===== src/rtl/traffic_seq.sv =====
// Traffic-light phase sequencer: NS/EW green-yellow phases with all-red clearance
// and an optional pedestrian walk phase, paced by an external phase timer.
module traffic_seq #(
   parameter logic [6:0] T_NSG  = 7'd50,
   parameter logic [6:0] T_NSY  = 7'd20,
   parameter logic [6:0] T_EWG  = 7'd50,
   parameter logic [6:0] T_EWY  = 7'd20,
   parameter logic [6:0] T_AR   = 7'd10,
   parameter logic [6:0] T_WALK = 7'd40,
   localparam int unsigned SLOT_W = 7,
   localparam int unsigned LAMP_W = 3,
   localparam int unsigned PH_W   = 3,
   localparam int unsigned CYC_W  = 16
) (
   input  logic              CLK,
   input  logic              RST,
   input  logic              enable,
   input  logic              ped_req,
   input  logic              tc_done,
   output logic [SLOT_W-1:0] tc_slot,
   output logic              tc_start,
   output logic [LAMP_W-1:0] ns_light,
   output logic [LAMP_W-1:0] ew_light,
   output logic              walk,
   output logic              ped_pend,
   output logic [PH_W-1:0]   phase,
   output logic [CYC_W-1:0]  cycles
);

   typedef enum logic [PH_W-1:0] {
      S_OFF  = 3'd0,
      S_NSG  = 3'd1,
      S_NSY  = 3'd2,
      S_AR1  = 3'd3,
      S_EWG  = 3'd4,
      S_EWY  = 3'd5,
      S_AR2  = 3'd6,
      S_WALK = 3'd7
   } state_e;

   localparam logic [LAMP_W-1:0] LAMP_R = 3'b100;
   localparam logic [LAMP_W-1:0] LAMP_Y = 3'b010;
   localparam logic [LAMP_W-1:0] LAMP_G = 3'b001;

   // A zero slot would never let the timer finish, so it is promoted to one tick.
   localparam logic [SLOT_W-1:0] SLOT_NSG  = (T_NSG  == 7'd0) ? 7'd1 : T_NSG;
   localparam logic [SLOT_W-1:0] SLOT_NSY  = (T_NSY  == 7'd0) ? 7'd1 : T_NSY;
   localparam logic [SLOT_W-1:0] SLOT_EWG  = (T_EWG  == 7'd0) ? 7'd1 : T_EWG;
   localparam logic [SLOT_W-1:0] SLOT_EWY  = (T_EWY  == 7'd0) ? 7'd1 : T_EWY;
   localparam logic [SLOT_W-1:0] SLOT_AR   = (T_AR   == 7'd0) ? 7'd1 : T_AR;
   localparam logic [SLOT_W-1:0] SLOT_WALK = (T_WALK == 7'd0) ? 7'd1 : T_WALK;

   state_e              state_q, state_d;
   logic                tc_start_q, tc_start_d;
   logic [SLOT_W-1:0]   tc_slot_q, tc_slot_d;
   logic [LAMP_W-1:0]   ns_q, ns_d;
   logic [LAMP_W-1:0]   ew_q, ew_d;
   logic                walk_q, walk_d;
   logic                pend_q, pend_d;
   logic [CYC_W-1:0]    cycles_q, cycles_d;
   logic                phase_end;

   // State and output registers.
   always_ff @(posedge CLK or negedge RST) begin
      if (!RST) begin
         state_q    <= S_OFF;
         tc_start_q <= 1'b0;
         tc_slot_q  <= '0;
         ns_q       <= LAMP_R;
         ew_q       <= LAMP_R;
         walk_q     <= 1'b0;
         pend_q     <= 1'b0;
         cycles_q   <= '0;
      end else begin
         state_q    <= state_d;
         tc_start_q <= tc_start_d;
         tc_slot_q  <= tc_slot_d;
         ns_q       <= ns_d;
         ew_q       <= ew_d;
         walk_q     <= walk_d;
         pend_q     <= pend_d;
         cycles_q   <= cycles_d;
      end
   end

   assign phase_end = tc_start_q & tc_done;

   // Next state, timer run flag, pedestrian latch and cycle counter.
   always_comb begin
      state_d    = state_q;
      tc_start_d = 1'b0;
      pend_d     = pend_q | ped_req;
      cycles_d   = cycles_q;

      if (!enable) begin
         state_d = S_OFF;
      end else begin
         case (state_q)
            S_OFF:  state_d = S_NSG;
            S_NSG:  if (phase_end) state_d = S_NSY;
            S_NSY:  if (phase_end) state_d = S_AR1;
            S_AR1:  if (phase_end) state_d = S_EWG;
            S_EWG:  if (phase_end) state_d = S_EWY;
            S_EWY:  if (phase_end) state_d = S_AR2;
            S_AR2:  if (phase_end) state_d = pend_q ? S_WALK : S_NSG;
            S_WALK: if (phase_end) state_d = S_NSG;
            default: state_d = S_OFF;
         endcase
      end

      // Any state change opens with a single arm cycle that holds the timer clear.
      tc_start_d = (state_d == state_q) && (state_q != S_OFF);

      // The walk being entered serves any request seen on the same edge.
      if ((state_d == S_WALK) && (state_q != S_WALK)) begin
         pend_d = 1'b0;
      end

      if ((state_d == S_NSG) && ((state_q == S_AR2) || (state_q == S_WALK))) begin
         cycles_d = cycles_q + CYC_W'(1);
      end
   end

   // Phase-dependent outputs, decoded from the state being entered.
   always_comb begin
      tc_slot_d = '0;
      ns_d      = LAMP_R;
      ew_d      = LAMP_R;
      walk_d    = 1'b0;
      case (state_d)
         S_NSG:  begin tc_slot_d = SLOT_NSG;  ns_d = LAMP_G; end
         S_NSY:  begin tc_slot_d = SLOT_NSY;  ns_d = LAMP_Y; end
         S_AR1:  tc_slot_d = SLOT_AR;
         S_EWG:  begin tc_slot_d = SLOT_EWG;  ew_d = LAMP_G; end
         S_EWY:  begin tc_slot_d = SLOT_EWY;  ew_d = LAMP_Y; end
         S_AR2:  tc_slot_d = SLOT_AR;
         S_WALK: begin tc_slot_d = SLOT_WALK; walk_d = 1'b1; end
         default: tc_slot_d = '0;
      endcase
   end

   assign tc_slot  = tc_slot_q;
   assign tc_start = tc_start_q;
   assign ns_light = ns_q;
   assign ew_light = ew_q;
   assign walk     = walk_q;
   assign ped_pend = pend_q;
   assign phase    = state_q;
   assign cycles   = cycles_q;

endmodule


===== config.mk =====
export PLATFORM = sky130hd
export DESIGN_NAME = traffic_seq
export DESIGN_NICKNAME = d
export VERILOG_FILES = /design/src/rtl/traffic_seq.sv
export SDC_FILE = /design/constraint.sdc
export NUM_CORES = 1
export LEC_CHECK = 0
export BUFFER_PORTS_ARGS = -buffer_cell sky130_fd_sc_hd__buf_4
export CORE_MARGIN = 2
export CORE_UTILIZATION = 47
export DETAILED_ROUTE_END_ITERATION = 16
export PLACE_DENSITY = 0.75
export SLEW_MARGIN = 20
export SYNTH_ARGS = -nofsm -noshare
export SYNTH_HDL_FRONTEND = slang
export SYNTH_SLANG_ARGS = --single-unit

===== constraint.sdc =====
create_clock -name CLK -period 1.85 [get_ports CLK]
set_clock_uncertainty 0.15 [all_clocks]
set_input_delay 0.185 -clock CLK [delete_from_list [all_inputs] [get_ports CLK]]
set_output_delay 0.185 -clock CLK [all_outputs]
set_load 0.02 [all_outputs]

# After elaboration in Yosys (flattened, before gate mapping)
# Index checks and enable logic that the tools add are counted.
# classes
addsub	1
eq_ne	16
n_mux	15
n_bitwise	2
reduce_logical	9
# op_table
operator	n
two-way mux 3 bit	9
== test 3 bit (second input constant)	8
case mux 3 bit (8 select lines)	1
case mux 6 bit (4 select lines)	1
adder 16 x 1 -> 16 bit (second input constant)	1
== test 3 x 2 -> 1 bit (second input constant)	4
case mux 3 bit (2 select lines)	2
== test 3 x 1 -> 1 bit (second input constant)	2
OR reduction 2 bit	3
== test 3 bit	1
logical AND 1 bit	3
logical NOT 3 bit	1
inequality test 3 bit (second input constant)	1
nonzero test 3 bit	1
two-way mux 1 bit	2
AND 1 bit	1
logical OR 1 bit	1
bitwise OR 1 bit	1
# word_totals
ff_bits	35
in_bits	5
out_inout_bits	35
word_cells	51

# Logic depth before layout (Yosys ltp)
# Gate-level depths: netlist of run 1.
# logic_depth
word_depth	7
depth_mapped	6
depth_no_buf	5

# Worst setup path after synthesis of run 1
# OpenSTA, ideal clock, no wires.
# synth_timing
path_kind	reg-to-reg
start	register cycles_q[7] (netlist: cycles[7])
end	register cycles_q[15] (netlist: cycles[15])
setup_time_ps	129
arrival_ps	1856
required_time_ps	1571
setup_slack_ps	-284
path_stages_with_launch	6
n_path_buf	1
synth_period_minus_slack_ps	2134
cell_sequence	dfrtp_1 > nand2_1 > or4_1 > buf_2 > or4_4 > xnor2_2
# synth_between
elab_chain_len	1
# synth_rtl
item	line_no	text
from (decl)	60	logic [CYC_W-1:0] cycles_q, cycles_d;
from (signal assigned)	82	cycles_q <= cycles_d;
adder 16 x 1 -> 16 bit	120	cycles_d = cycles_q + CYC_W'(1);
# No other way between the ends.
# A chain may end at the register's enable or synchronous reset.

# Worst setup path after layout of run 1
# layout_timing
start	register cycles_q[3] (netlist: cycles[3])
end	register cycles_q[15] (netlist: cycles[15])
# The elaborated chain is that of the path after synthesis.

==> impl_metrics.py, run 1 <==
metrics = {
    "place": {
        "gp_congestion": 0.7988,
        "port_buffers": 37,
        "hpwl_um": 2644,
        "placed_cell_area_mm2": 0.002001,
    },
    "power": {
        "switching_share": 0.2348,
        "power.density_mw_per_mm2": 678.9,
        "p_int_uw": 1113,
        "p_switching_uw": 341.7,
        "combinationalPowerShare": 0.102,
        "leakagePower_uw": 0.001055,
        "clkPwrFrac": 0.388,
        "ir_drop_uv": 445.6,
        "total_power_uw": 1455,
        "sequentialPowerShare": 0.510,
    },
    "die": {
        "die_area_mm2": 0.003837,
        "ios": 40,
        "placementRows": 21,
        "chipHeight_um": 61.94,
        "initial_core_util": 0.4804,
        "die_w_um": 61.94,
        "core_mm2": 0.003284,
    },
    "synthesis": {
        "synth-async-reset-ratio": 1.000,
        "ys_top_cells_by_area": "dfrtp_1 (49%), xor2_1 (5.6%), nor3_1 (3.8%), dfstp_2 (3.3%), nand2_1 (2.9%)",
        "seq_area_frac_synth": 0.5250,
        "synth_xor_area_frac": 0.08247,
        "synth_compound_area_frac": 0.1094,
        "synthSimpleGateAreaFrac": 0.2157,
        "syn-mean-instance-area_um2": 10.05,
        "synth_top_family_by_area": "simple AND/OR/NAND/NOR gates",
        "synth_fa_ha_area_frac": 0.007930,
        "yosysMostFrequentCell": "dfrtp_1",
        "netlist.area_leader.share": 0.4917,
        "synthMuxAreaShare": 0.01348,
        "synth_edf_count": 0,
        "yosysUniqueCellTypes": 44,
        "ys_seq_elements": 33,
        "syn_area_mm2": 0.001578,
        "synth_flop_cell": "dfrtp_1",
        "ys_top_cells_by_count": "dfrtp_1 (31), nand2_1 (12), nor3_1 (12), xor2_1 (10)",
        "postSynthCellCount": 157,
        "synth_warnings": 0,
        "synth_top_area_cell": "dfrtp_1",
    },
    "detailed_routing": {
        "drc": 0,
        "dr_wl_met3_um": 215,
        "postRouteAntennaNets": 0,
        "drt_wl_total_um": 3743,
        "wl_per_cell_um": 14.51,
        "wl_met1_um": 1644,
        "viasPerCell": 5.395,
        "vias": 1392,
        "wl_met2_um": 1835,
        "highest_layer": "met4",
        "drtIter0Drc": 48,
        "drtPass1Iterations": 4,
    },
    "layout": {
        "final_util": 0.6526,
        "final_area_mm2": 0.002143,
        "area_delta_synth_final_pct": 35.84,
        "nets": 217,
        "drive_gt1_frac": 0.3915,
        "diodes": 0,
    },
    "sta": {
        "hold_viol": 0,
        "period_needed_ns": 1.834,
        "tns_ns": 0,
        "setup_viol": 0,
        "finalMaxSlewViolations": 0,
        "clock.fmax_mhz": 545.3,
        "layout_worst_path_cycle_share": 0.9913,
        "rsz0062_at_grt": "yes",
        "timing.hold.ws_ns": 0.07568,
    },
    "setup_path": {
        "cp_cell_sequence": "nand3_2, or4_4, or4_4, xnor2_2",
        "critPathArrivalTime_ns": 1.92,
        "cp_max_fo": 3,
        "cpMostUsedCell": "or4_4",
        "cp_slowest_cell": "or4_4",
        "cp-start-kind": "flop",
        "crit_required_ns": 1.94,
        "slowest_delay_ns": 0.51,
        "critPathCaptureType": "flop",
        "crit_type": "flop to flop",
    },
    "cts": {
        "clockBufferDepth": 2,
        "cts_buffers": 5,
        "tritoncts": "built",
        "cts_root_buffer": "clkbuf_4",
        "clk_latency_ns": 0.34,
        "cts_sinks": 33,
        "path_clk_slew_ns": 0.11,
        "htree_levels": 2,
    },
    "global_route": {
        "track_usage": 0.2198,
        "grt_max_degree": 34,
        "antenna_found_initial": 0,
        "grt_overflow": 0,
        "grt_pass1_vias": 1312,
        "grt_pass1_wl_um": 6037,
    },
    "outcome": {
        "status": "complete, no violations",
    },
    "job": {
        "cap_violations": 0,
    },
    "hold_path": {
        "hp-class": "input port to flop",
    },
}
[through the flow]
step / std cells / worst slack [ns]
finish: 258 / 0.01610
global route: 258 / -0.01039
CTS: 257 / 0.01746
detailed placement: 247 / -0.004494
global placement: 247 / 0.05323
floorplan: 158 / -0.1303
[routing by layer]
layer / global-route usage / vias to the layer above
li1: - / 665
met1: 0.2882 / 679
met2: 0.3452 / 42
met3: 0.06211 / 6
met4: 0.08511 / 0
met5: 0 / -
[sequential cells by signal (all words and copies together), names as in the netlist]
name      count
cycles       16
tc_slot       5
ew_light      3
ns_light      3
phase         3
ped_pend      1
tc_start      1
walk          1
[worst max-delay path, delay by kind of cell (launching register included)]
kind | cells | cell delay, ns
flip-flops | 1 | 0.38
AND/OR/NAND/NOR | 3 | 1.06
XOR/XNOR | 1 | 0.14
[path summary, 6_finish.rpt]
kind | cells past startpoint | startpoint | slack, ns | endpoint
min | 3 | tc_done | 0.08 | phase[2]$_DFF_PN0_
min reg2reg | 1 | cycles[8]$_DFFE_PN0P_ | 0.34 | cycles[8]$_DFFE_PN0P_
max reg2reg | 4 | cycles[3]$_DFFE_PN0P_ | 0.02 | cycles[15]$_DFFE_PN0P_
max in group asynchronous | 2 | RST | 1.05 | ew_light[2]$_DFF_PN1_
max | 4 | cycles[3]$_DFFE_PN0P_ | 0.02 | cycles[15]$_DFFE_PN0P_
min in group asynchronous | 2 | RST | 0.16 | phase[2]$_DFF_PN0_
[final cells by class]
class | instances | area [µm²]
clock buffer | 7 | 55.05
clock inverter | 1 | 30.03
fill | 268 | 1141
inverter | 6 | 22.52
multi-input combinational | 109 | 714.4
sequential | 33 | 838.3
tap | 46 | 57.56
timing repair buffer | 56 | 425.4
[timing repair]
item	CTS	global route
setup endpoints to repair	3	4
endpoints found under the hold margin	34	0
pin swaps	0	1
setup buffers	0	1
hold buffers	2	0
gates resized for setup	2	3
[cells in the final DEF (no fill, tap or decap), drive strengths merged, types with 2 or more instances in the layout]
master,instances
buf,54
and3,2
and4,2
xor2,10
o21a,3
nand3,9
nor3,12
a311oi,2
o21ai,5
dfstp,2
or4,2
a21oi,8
nand2,12
dlygate4sd3,2
nand4,4
and2,3
xnor2,4
nor4,3
inv,5
nand2b,3
nor2,8
a211oi,3
clkbuf,7
conb,2
dfrtp,31
[logic make-up (layout without fill, tap and decap cells)]
logic type                 Yosys count  after routing
adders and majority gates            1              1
buffers and inverters               16             70
muxes                                2              2
and+or+nand+nor                     63             63
DFF                                 33             33
xor gates and xnor gates            14             14
other                                1              2
AOI/OAI and AO/OA                   27             27
[power groups by stage]
stage | clock network, µW | registers [µW] | logic (µW)
floorplan | 0 | 776 | 58.3
global placement | 0 | 755 | 141
finish | 564 | 742 | 149
CTS | 572 | 742 | 148
detailed placement | 0 | 756 | 144
global route | 613 | 744 | 162
Note: power is estimated with default switching activity, not from simulation.
==> run 2, diff against run 1 <==
--- a/config.mk
+++ b/config.mk
@@ -11,4 +11,6 @@
 export DETAILED_ROUTE_END_ITERATION = 16
 export PLACE_DENSITY = 0.75
+export REMOVE_ABC_BUFFERS = 1
+export SETUP_SLACK_MARGIN = 0.02
 export SLEW_MARGIN = 20
 export SYNTH_ARGS = -nofsm -noshare
--- a/constraint.sdc
+++ b/constraint.sdc
@@ -3,3 +3,3 @@
 set_input_delay 0.185 -clock CLK [delete_from_list [all_inputs] [get_ports CLK]]
 set_output_delay 0.185 -clock CLK [all_outputs]
-set_load 0.02 [all_outputs]
+set_load 0.01 [all_outputs]
==> run 2 against run 1 <==
The run now ends with setup timing left. Clock-buffer cell count is 1 lower. Hold slack worse by 0.031 ns. Via count is 2.0% higher. Utilization is 1.0 points higher. Die area stayed put. Routed wire length is 3.5% higher. Worst setup slack worse by 0.018 ns. First-iteration DRC count is 94% higher. Final area is 1.6% higher. Clock power is 32% lower. Final cell count is 1.9% higher. Maximum frequency is 0.97% lower. Largest power group unchanged.
==> impl_metrics.py, run 2 (synthesis results as in run 1) <==
metrics = {
    "setup_path": {
        "cp-start-kind": "flop",
        "r2r_cells": 4,
        "cpMostUsedCell": "or4_4",
        "critPathArrivalTime_ns": 1.93,
        "cp_max_fo": 2,
        "critPathCaptureType": "flop",
        "crit_end": "cycles[15]$_DFFE_PN0P_",
        "crit_buf_inv": 0,
        "r2r-end": "cycles[15]$_DFFE_PN0P_",
        "cp_slowest_cell": "or4_4",
        "slowest_delay_ns": 0.54,
        "reg2reg_from": "cycles[8]$_DFFE_PN0P_",
        "cp_cell_sequence": "nand2_2, or4_4, or4_4, xnor2_2",
        "crit_path_start": "cycles[8]$_DFFE_PN0P_",
        "rrSetupSlack_ns": -0.002,
        "crit_family": "simple AND/OR/NAND/NOR gates",
        "crit_type": "flop to flop",
        "cp.depth": 4,
        "crit_required_ns": 1.93,
    },
    "sta": {
        "rsz0062_at_grt": "yes",
        "finalMaxSlewViolations": 0,
        "setup_viol": 1,
        "tns_ns": -0.001806,
        "hold_viol": 0,
        "layout_setup_ws_ns": -0.001806,
        "layout_worst_path_cycle_share": 1.001,
        "clock.fmax_mhz": 540.0,
        "period_needed_ns": 1.852,
    },
    "power": {
        "total_power_uw": 1268,
        "power.density_mw_per_mm2": 582.2,
        "leakagePower_uw": 0.001117,
        "ir_drop_uv": 458.2,
    },
    "layout": {
        "area_delta_synth_final_pct": 37.99,
        "layout_common_cells": "buf_4 (56), dfrtp_1 (31), nand2_1 (11)",
        "fillers": 267,
        "nets": 222,
        "diodes": 0,
        "drive_gt1_frac": 0.3687,
        "layout_commonest_cell": "buf_4",
        "largest_reg_flops": 16,
    },
    "outcome": {
        "status": "complete, but fails checks",
        "violations": "setup timing",
    },
    "die": {
        "die_area_mm2": 0.003837,
        "core_mm2": 0.003284,
        "placementRows": 21,
        "chipHeight_um": 61.94,
        "ios": 40,
        "initial_core_util": 0.4804,
        "die_w_um": 61.94,
    },
    "detailed_routing": {
        "wl_per_cell_um": 14.73,
        "drtPass1Iterations": 4,
        "drtIter0Drc": 93,
        "drt_wl_total_um": 3875,
        "viasPerCell": 5.399,
        "vias": 1420,
        "postRouteAntennaNets": 0,
        "drc": 0,
    },
    "global_route": {
        "antenna_found_initial": 0,
        "grt_max_degree": 34,
        "track_usage": 0.2255,
        "grt_pass1_wl_um": 6223,
        "grt_pass1_vias": 1326,
        "grt_overflow": 0,
    },
    "place": {
        "hpwl_um": 2607,
        "port_buffers": 37,
        "gp_congestion": 0.8373,
    },
    "hold_path": {
        "hp-class": "input port to flop",
    },
    "cts": {
        "clk_latency_ns": 0.34,
        "cts_sinks": 33,
        "cts_root_buffer": "clkbuf_4",
        "cts_buffers": 5,
        "clockBufferDepth": 2,
        "path_clk_slew_ns": 0.11,
        "tritoncts": "built",
        "htree_levels": 2,
    },
    "job": {
        "cap_violations": 0,
    },
}
run 2: cell count changes in the layout (fill, tap and decap cells not counted), sizes merged:
cell         delta
bufinv          -1
buf             +3
clkinv          +2
dlygate4sd3     +2
clkbuf          -1
run 2: metrics by stage:
step | cells | area (µm²) | setup WS, ns | utilization | hold slack, ns
5_1_grt | 263 | 2177 | -0.03271 | 0.6629 | 0.06094
6_report | 263 | 2177 | -0.001806 | 0.6629 | 0.04420
3_5_place_dp | 250 | 2013 | -0.09718 | 0.6130 | 0.005834
4_1_cts | 263 | 2128 | 0.03398 | 0.6480 | 0.03477
2_1_floorplan | 148 | 1535 | -0.1879 | - | -0.2606
3_3_place_gp | 250 | 2013 | -0.03558 | 0.6130 | -0.008264
run 2: area by class of cell:
| cell class | instances | area [µm²] | area share |
|---|---|---|---|
| clock buffers | 6 | 41.29 | 0.01897 |
| well taps | 46 | 57.56 | 0.02644 |
| clock inverters | 2 | 10.01 | 0.004598 |
| flip-flops and latches | 33 | 828.3 | 0.3805 |
| repair buffers | 61 | 475.5 | 0.2184 |
| multi-input cells | 109 | 742.0 | 0.3408 |
| inverters | 6 | 22.52 | 0.01034 |
run 2: tightest hold or removal path, stage by stage:
cell and delay, ns:
buf_4 0.14, nand3_1 0.11, a21oi_1 0.05
run 2: report_power, final:
| part | internal [µW] | switching [µW] | total [µW] |
|---|---|---|---|
| Clock | 145 | 241 | 386 |
| Sequential | 737 | 5.70 | 742 |
| Combinational | 55.8 | 83.8 | 140 |
| Total | 937 | 330 | 1270 |
run 2: how the worst min path moves through the flow:
stage                     cells past startpoint                     to    from  slack (ns)
after global routing                          3         walk$_DFF_PN0_  enable        0.06
after global placement                        1  ew_light[1]$_DFF_PN0_     RST      -0.008
after CTS                                     3         walk$_DFF_PN0_  enable        0.03
final                                         3         walk$_DFF_PN0_  enable        0.04
after floorplan                               0  cycles[0]$_DFFE_PN0P_     RST       -0.26
after detailed placement                      1  ew_light[1]$_DFF_PN0_     RST       0.006
run 2: timing repair:
item                       4_1_cts  5_1_grt
pin swaps                        1        6
setup endpoints to repair        3        5
hold buffers                     4        0
gates cloned                     0        0
hold endpoints to repair        37        0
gates resized for setup          3        9
setup buffers                    1        0
run 2: per-layer routing:
layer | wire [µm] | up-vias | track usage
met3 | 174 | 11 | 0.03934
met2 | 1943 | 46 | 0.3438
met4 | 101 | 0 | 0.1155
met1 | 1656 | 684 | 0.3082
met5 | 0 | - | 0
li1 | - | 679 | -
